===== src/rtl/i2c_tx_queue.sv =====
`default_nettype none
// ============================================================================
//  Module      : i2c_tx_queue
//  Description : Circular-buffer queue of {address, data} entries feeding an
//                I2C master. Issues one entry at a time, waits for the master
//                to report busy and then idle, and enforces an idle gap
//                between transactions. Flags rejected pushes and masters that
//                never respond.
//  Revision    : 1.0 - initial release
// ============================================================================
module i2c_tx_queue #(
    parameter int DEPTH        = 8,
    parameter int GAP_CYCLES   = 16,
    parameter int BUSY_TIMEOUT = 1024
) (
    input  logic                     clk,
    input  logic                     reset,
    input  logic                     wr_en,
    input  logic [6:0]               wr_addr,
    input  logic [7:0]               wr_data,
    input  logic                     master_busy,
    output logic [6:0]               addr2send,
    output logic [7:0]               data2send,
    output logic                     send,
    output logic                     full,
    output logic                     empty,
    output logic [$clog2(DEPTH):0]   count,
    output logic                     overflow,
    output logic                     timeout
);

    localparam int c_PW = $clog2(DEPTH);
    localparam int c_CW = c_PW + 1;
    localparam int c_TW = $clog2(BUSY_TIMEOUT + 1);
    localparam int c_GW = $clog2(GAP_CYCLES + 1);
    localparam logic [c_TW-1:0] c_TMO_LAST = c_TW'(BUSY_TIMEOUT - 1);
    localparam logic [c_GW-1:0] c_GAP_INIT = c_GW'(GAP_CYCLES);
    localparam logic [c_CW-1:0] c_FULL_CNT = c_CW'(DEPTH);

    typedef enum logic [1:0] {
        S_IDLE = 2'd0,
        S_SEND = 2'd1,
        S_WAIT = 2'd2,
        S_GAP  = 2'd3
    } state_t;

    state_t            r_state;
    state_t            w_state_nxt;

    logic [14:0]       r_mem [DEPTH];
    logic [c_PW-1:0]   r_wptr;
    logic [c_PW-1:0]   r_rptr;
    logic [c_CW-1:0]   r_count;
    logic [c_TW-1:0]   r_tmo_cnt;
    logic [c_GW-1:0]   r_gap_cnt;
    logic [6:0]        r_addr;
    logic [7:0]        r_data;
    logic              r_send;
    logic              r_overflow;
    logic              r_timeout;

    logic              w_full;
    logic              w_empty;
    logic              w_pop;
    logic              w_push;
    logic              w_send_nxt;
    logic              w_set_timeout;
    logic              w_gap_load;

    assign w_full    = (r_count == c_FULL_CNT);
    assign w_empty   = (r_count == '0);
    // A pop frees a slot on the same edge, so a full queue can still accept.
    assign w_push    = wr_en && (!w_full || w_pop);

    assign addr2send = r_addr;
    assign data2send = r_data;
    assign send      = r_send;
    assign full      = w_full;
    assign empty     = w_empty;
    assign count     = r_count;
    assign overflow  = r_overflow;
    assign timeout   = r_timeout;

    // State register
    always_ff @(posedge clk) begin
        if (reset) begin
            r_state <= S_IDLE;
        end else begin
            r_state <= w_state_nxt;
        end
    end

    // Next-state and per-cycle control strobes
    always_comb begin
        w_state_nxt   = r_state;
        w_pop         = 1'b0;
        w_send_nxt    = r_send;
        w_set_timeout = 1'b0;
        w_gap_load    = 1'b0;
        case (r_state)
            S_IDLE: begin
                if (!w_empty) begin
                    w_pop       = 1'b1;
                    w_send_nxt  = 1'b1;
                    w_state_nxt = S_SEND;
                end
            end
            S_SEND: begin
                if (master_busy) begin
                    w_send_nxt  = 1'b0;
                    w_state_nxt = S_WAIT;
                end else if (r_tmo_cnt == c_TMO_LAST) begin
                    // Master never picked the entry up: drop it and cool down.
                    w_send_nxt    = 1'b0;
                    w_set_timeout = 1'b1;
                    w_gap_load    = 1'b1;
                    w_state_nxt   = S_GAP;
                end
            end
            S_WAIT: begin
                if (!master_busy) begin
                    w_gap_load  = 1'b1;
                    w_state_nxt = S_GAP;
                end
            end
            S_GAP: begin
                if (r_gap_cnt == c_GW'(1)) begin
                    w_state_nxt = S_IDLE;
                end
            end
            default: begin
                w_state_nxt = S_IDLE;
            end
        endcase
    end

    // Entry storage; contents need no reset since occupancy gates every read
    always_ff @(posedge clk) begin
        if (!reset && w_push) begin
            r_mem[r_wptr] <= {wr_addr, wr_data};
        end
    end

    // Pointers, occupancy, output registers, sticky flags and timers
    always_ff @(posedge clk) begin
        if (reset) begin
            r_wptr     <= '0;
            r_rptr     <= '0;
            r_count    <= '0;
            r_addr     <= '0;
            r_data     <= '0;
            r_send     <= 1'b0;
            r_overflow <= 1'b0;
            r_timeout  <= 1'b0;
            r_tmo_cnt  <= '0;
            r_gap_cnt  <= '0;
        end else begin
            r_send <= w_send_nxt;
            if (w_push) begin
                r_wptr <= r_wptr + c_PW'(1);
            end
            if (w_pop) begin
                r_rptr <= r_rptr + c_PW'(1);
                {r_addr, r_data} <= r_mem[r_rptr];
            end
            case ({w_push, w_pop})
                2'b10:   r_count <= r_count + c_CW'(1);
                2'b01:   r_count <= r_count - c_CW'(1);
                default: r_count <= r_count;
            endcase
            if (wr_en && !w_push) begin
                r_overflow <= 1'b1;
            end
            if (w_set_timeout) begin
                r_timeout <= 1'b1;
            end
            // SEND-cycle counter restarts with every issued entry
            if (w_pop) begin
                r_tmo_cnt <= '0;
            end else if (r_state == S_SEND && r_tmo_cnt != c_TMO_LAST) begin
                r_tmo_cnt <= r_tmo_cnt + c_TW'(1);
            end
            if (w_gap_load) begin
                r_gap_cnt <= c_GAP_INIT;
            end else if (r_state == S_GAP && r_gap_cnt != '0) begin
                r_gap_cnt <= r_gap_cnt - c_GW'(1);
            end
        end
    end

endmodule
`default_nettype wire


===== config.mk =====
export PLATFORM = sky130hd
export DESIGN_NAME = i2c_tx_queue
export DESIGN_NICKNAME = d
export VERILOG_FILES = /design/src/rtl/i2c_tx_queue.sv
export SDC_FILE = /design/constraint.sdc
export NUM_CORES = 1
export LEC_CHECK = 0
export ABC_AREA = 1
export ABC_CLOCK_PERIOD_IN_PS = 6600
export CAP_MARGIN = 20
export CORE_MARGIN = 2
export CORE_UTILIZATION = 45
export DETAILED_ROUTE_END_ITERATION = 12
export HOLD_SLACK_MARGIN = 0.05
export PLACE_DENSITY = 0.61
export SLEW_MARGIN = 20
export SYNTH_ARGS = -nofsm -noshare
export SYNTH_HDL_FRONTEND = slang
export SYNTH_SLANG_ARGS = --single-unit

===== constraint.sdc =====
create_clock -name clk -period 6.6 [get_ports clk]
set_input_delay 0.99 -clock clk [delete_from_list [all_inputs] [get_ports clk]]
set_output_delay 0.99 -clock clk [all_outputs]
set_load 0.005 [all_outputs]

==> out/results.txt <==
Status: finished, final reports clean
Post-Syn Nets: 685
Root buffer cell: clkbuf_16
Vias post-DR: 4,748
Post_cts resized: 0
Die area: 16,340 sq um
Startpoint Class: primary input
Max cap viols: 0
Filler Cell Count: 1,308
Worst Reg-to-Reg Cells: 9
Port bufs: 42
Sink Count: 166
Crit path from: reset
Hold Crit Class: flop to flop
Syn Std Cell Area: 6902 sq um
Register-to-register setup slack: 3.99 ns
Bufs on Longest Clock Path: 2
Clk_lat worst skew: 0.43 ns
First-pass iteration count of the detailed router: 5
Psw: 1062 uW
Rel. slew slack: 35.49%
RSZ-0062 raised after global routing: no
Yosys Warn Count: 0
Synth cell types: 33
Hold depth: 2
Power density cells: 389.5 nW/um^2
Hold buffer count at CTS: 0
Vias per cell: 5.293
WHS Endpoint: addr2send[4]
Die H: 127.8 um
Maximum fanout along the worst path: 12
Maximum vdd drop: 0.0002450 V
Drt drc: 0
Register bit count reported by yosys: 166
CTS clk-pin slew, worst paths: 0.07 ns
Register share of total power: 40.2%
Cts bufs inserted: 17
Core Box Area: 15,090 sq um
Antenna cells: 0
Grt ovf: 0
Final setup viols: 0
Post-DR wirelength/cell: 15.95 um
Synthesis-to-layout area growth: 17.44%
Top post-synthesis cells by area: edfxtp_1 (52%), dfxtp_1 (13%), nor2_1 (6.6%), nand2_1 (5.4%), o21ai_0 (5.4%)
P_leak: 0.002893 uW
Die X: 127.8 um
Worst setup EP type: flop
Initial Utilization: 45.74%
HPWL after DPL: 8606 um
Global-route wire length before repair: 23,350 um
Endpoints failing hold: 0
Achievable Freq: 0.3122 GHz
CTS tree: yes
DP Worst Slack: 2.965 ns
Yosys top cell area share: 52.21%
Total negative slack: 0 ns
Row count: 45
WP data arrival: 3.33 ns
Global placement routability congestion: 0.8097
Largest net degree at the start of global routing: 63
Final period util: 48.53%
Worst path required time: 6.73 ns
Layout cell share with drive strength beyond 1: 8.745%
Slew Viols, Final: 0
Switching share of power: 33.64%
Worst-Margin Slew: 0.9676 ns
Initial antenna violation count: 0
WL final: 14,310 um
Sequential-to-total area share from yosys stat: 65.55%
Htree depth: 4
DRT iter0 DRCs: 316
I/O Pins: 43
Hold Path Origin: addr2send[4]
Final min period: 3.203 ns
Worst Skew: 0.01432 ns
Worst R2R End: r_mem[1][3]
Final #Nets: 727
P_int: 2095 uW
Post-Syn Instances: 654
Post-CTS setup buffers: 0
Vias in the first global route: 4,687
Post-layout worst setup margin: 3.397 ns
Combinational share of power: 28.8%
DRT antenna net count: 0
Avg Cell Area, Syn: 10.55 sq um
Synth area leader: edfxtp_1
Clock network power share: 31.0%
Total track usage: 18.60%
WS Path Type: primary input to flop
RR Startpoint: r_state[0]
## cells by family (layout without fill, tap and decap cells)
| logic type | after synthesis | after routing | synth area share [%] |
|---|---|---|---|
| AOI/OAI and AO/OA | 124 | 124 | 10.21 |
| DFF | 166 | 166 | 65.55 |
| xor gates and xnor gates | 5 | 5 | 0.6345 |
| buffers and inverters | 71 | 126 | 4.387 |
| and+or+nand+nor | 276 | 276 | 16.93 |
| adders and majority gates | 12 | 12 | 2.284 |
## flip-flops by register name, indices dropped and copies added, names as in the netlist
signal / cells
r_gap_cnt: 5
r_state: 2
r_mem: 120
overflow: 1
data2send: 8
r_tmo_cnt: 11
count: 4
r_wptr: 3
send: 1
r_rptr: 3
timeout: 1
addr2send: 7
## power by group through the flow
stage	Combinational [uW]	Clock, uW	Sequential [uW]
floorplan	621	0	1280
global placement	891	0	1290
global route	1040	1040	1280
detailed placement	916	0	1290
finish	910	979	1270
CTS	920	996	1270
## worst max-delay path: stages
cell and delay, ns:
clkdlybuf4s50_1 0.69, inv_1 0.44, nand3_1 0.22, nor2_1 0.65, buf_4 0.32
## routing by layer
layer / vias up / part of all wire (%) / GRT usage, %
met2: 101 / 51 / 31.80
met3: 16 / 4.0 / 4.549
met5: - / 0 / 0
met4: 0 / 1.3 / 5.947
li1: 2338 / - / -
met1: 2293 / 44 / 23.39
## cell usage in the layout, fill, tap and decap left out, drive strengths merged
| cell type | synthesis | routed |
|---|---|---|
| nand3b | 1 | 1 |
| edfxtp | 120 | 120 |
| buf | 17 | 9 |
| o211ai | 30 | 30 |
| nor2 | 127 | 127 |
| clkinv | 0 | 1 |
| nand4 | 3 | 3 |
| nand3 | 33 | 33 |
| o21a | 1 | 1 |
| nor3 | 7 | 7 |
| bufinv | 0 | 1 |
| xnor2 | 1 | 1 |
| ha | 11 | 11 |
| clkbuf | 11 | 18 |
| inv | 43 | 52 |
| a31oi | 2 | 2 |
| clkinvlp | 0 | 3 |
| o21ai | 76 | 76 |
| a21oi | 15 | 15 |
| clkdlybuf4s50 | 0 | 42 |
| fa | 1 | 1 |
| nand2 | 105 | 105 |
| dfxtp | 46 | 46 |
| xor2 | 4 | 4 |
## final cells by class
| type | count | area [sq um] | share of cell area, % |
|---|---|---|---|
| multi-input combinational | 417 | 2101 | 25.92 |
| timing repair buffer | 51 | 488.0 | 6.020 |
| tap | 188 | 235.2 | 2.902 |
| sequential | 166 | 4526 | 55.84 |
| inverter | 43 | 166.4 | 2.053 |
| clock buffer | 18 | 439.2 | 5.418 |
| clock inverter | 14 | 150.1 | 1.852 |
## cell usage after synthesis
cell        n
nor2_1    122
edfxtp_1  120
nand2_1    99
o21ai_0    74
dfxtp_1    46
inv_1      40
nand3_1    32
o211ai_1   30
a21oi_1    14
buf_2      13
clkbuf_1   11
ha_1       11
nor3_1      7
xor2_1      4
nand2_2     3
nand2_4     3
nand4_1     3
a31oi_1     2
buf_4       2
inv_4       2
nor2_2      2
nor2_4      2
o21ai_1     2
a21oi_2     1
buf_1       1
buf_6       1
fa_1        1
inv_2       1
nand3_2     1
nand3b_1    1
nor2_8      1
o21a_1      1
xnor2_1     1
## how the worst max path moves through the flow
| stage | to | slack, ns |
|---|---|---|
| 6_report | r_mem[1][3] | 3.40 |
| 5_1_grt | r_mem[1][1] | 3.20 |
| 4_1_cts | r_mem[1][2] | 3.40 |
| 3_5_place_dp | r_mem[1][2] | 2.97 |
| 3_3_place_gp | r_mem[4][11] | 2.93 |
| 2_1_floorplan | r_mem[0][0] | 3.77 |
## stage by stage
stage	hold WS [ns]	util [%]	instance area (sq um)	total power [uW]	cells
6_report	0.4517	53.71	8105	3157	897
5_1_grt	0.4660	53.71	8105	3357	897
4_1_cts	0.4543	53.71	8105	3184	897
3_5_place_dp	0.4416	49.81	7516	2206	865
3_3_place_gp	0.4398	49.77	7510	2177	865
2_1_floorplan	0.4294	-	6902	1906	654
No activity file was read; power rests on OpenSTA's default activity.
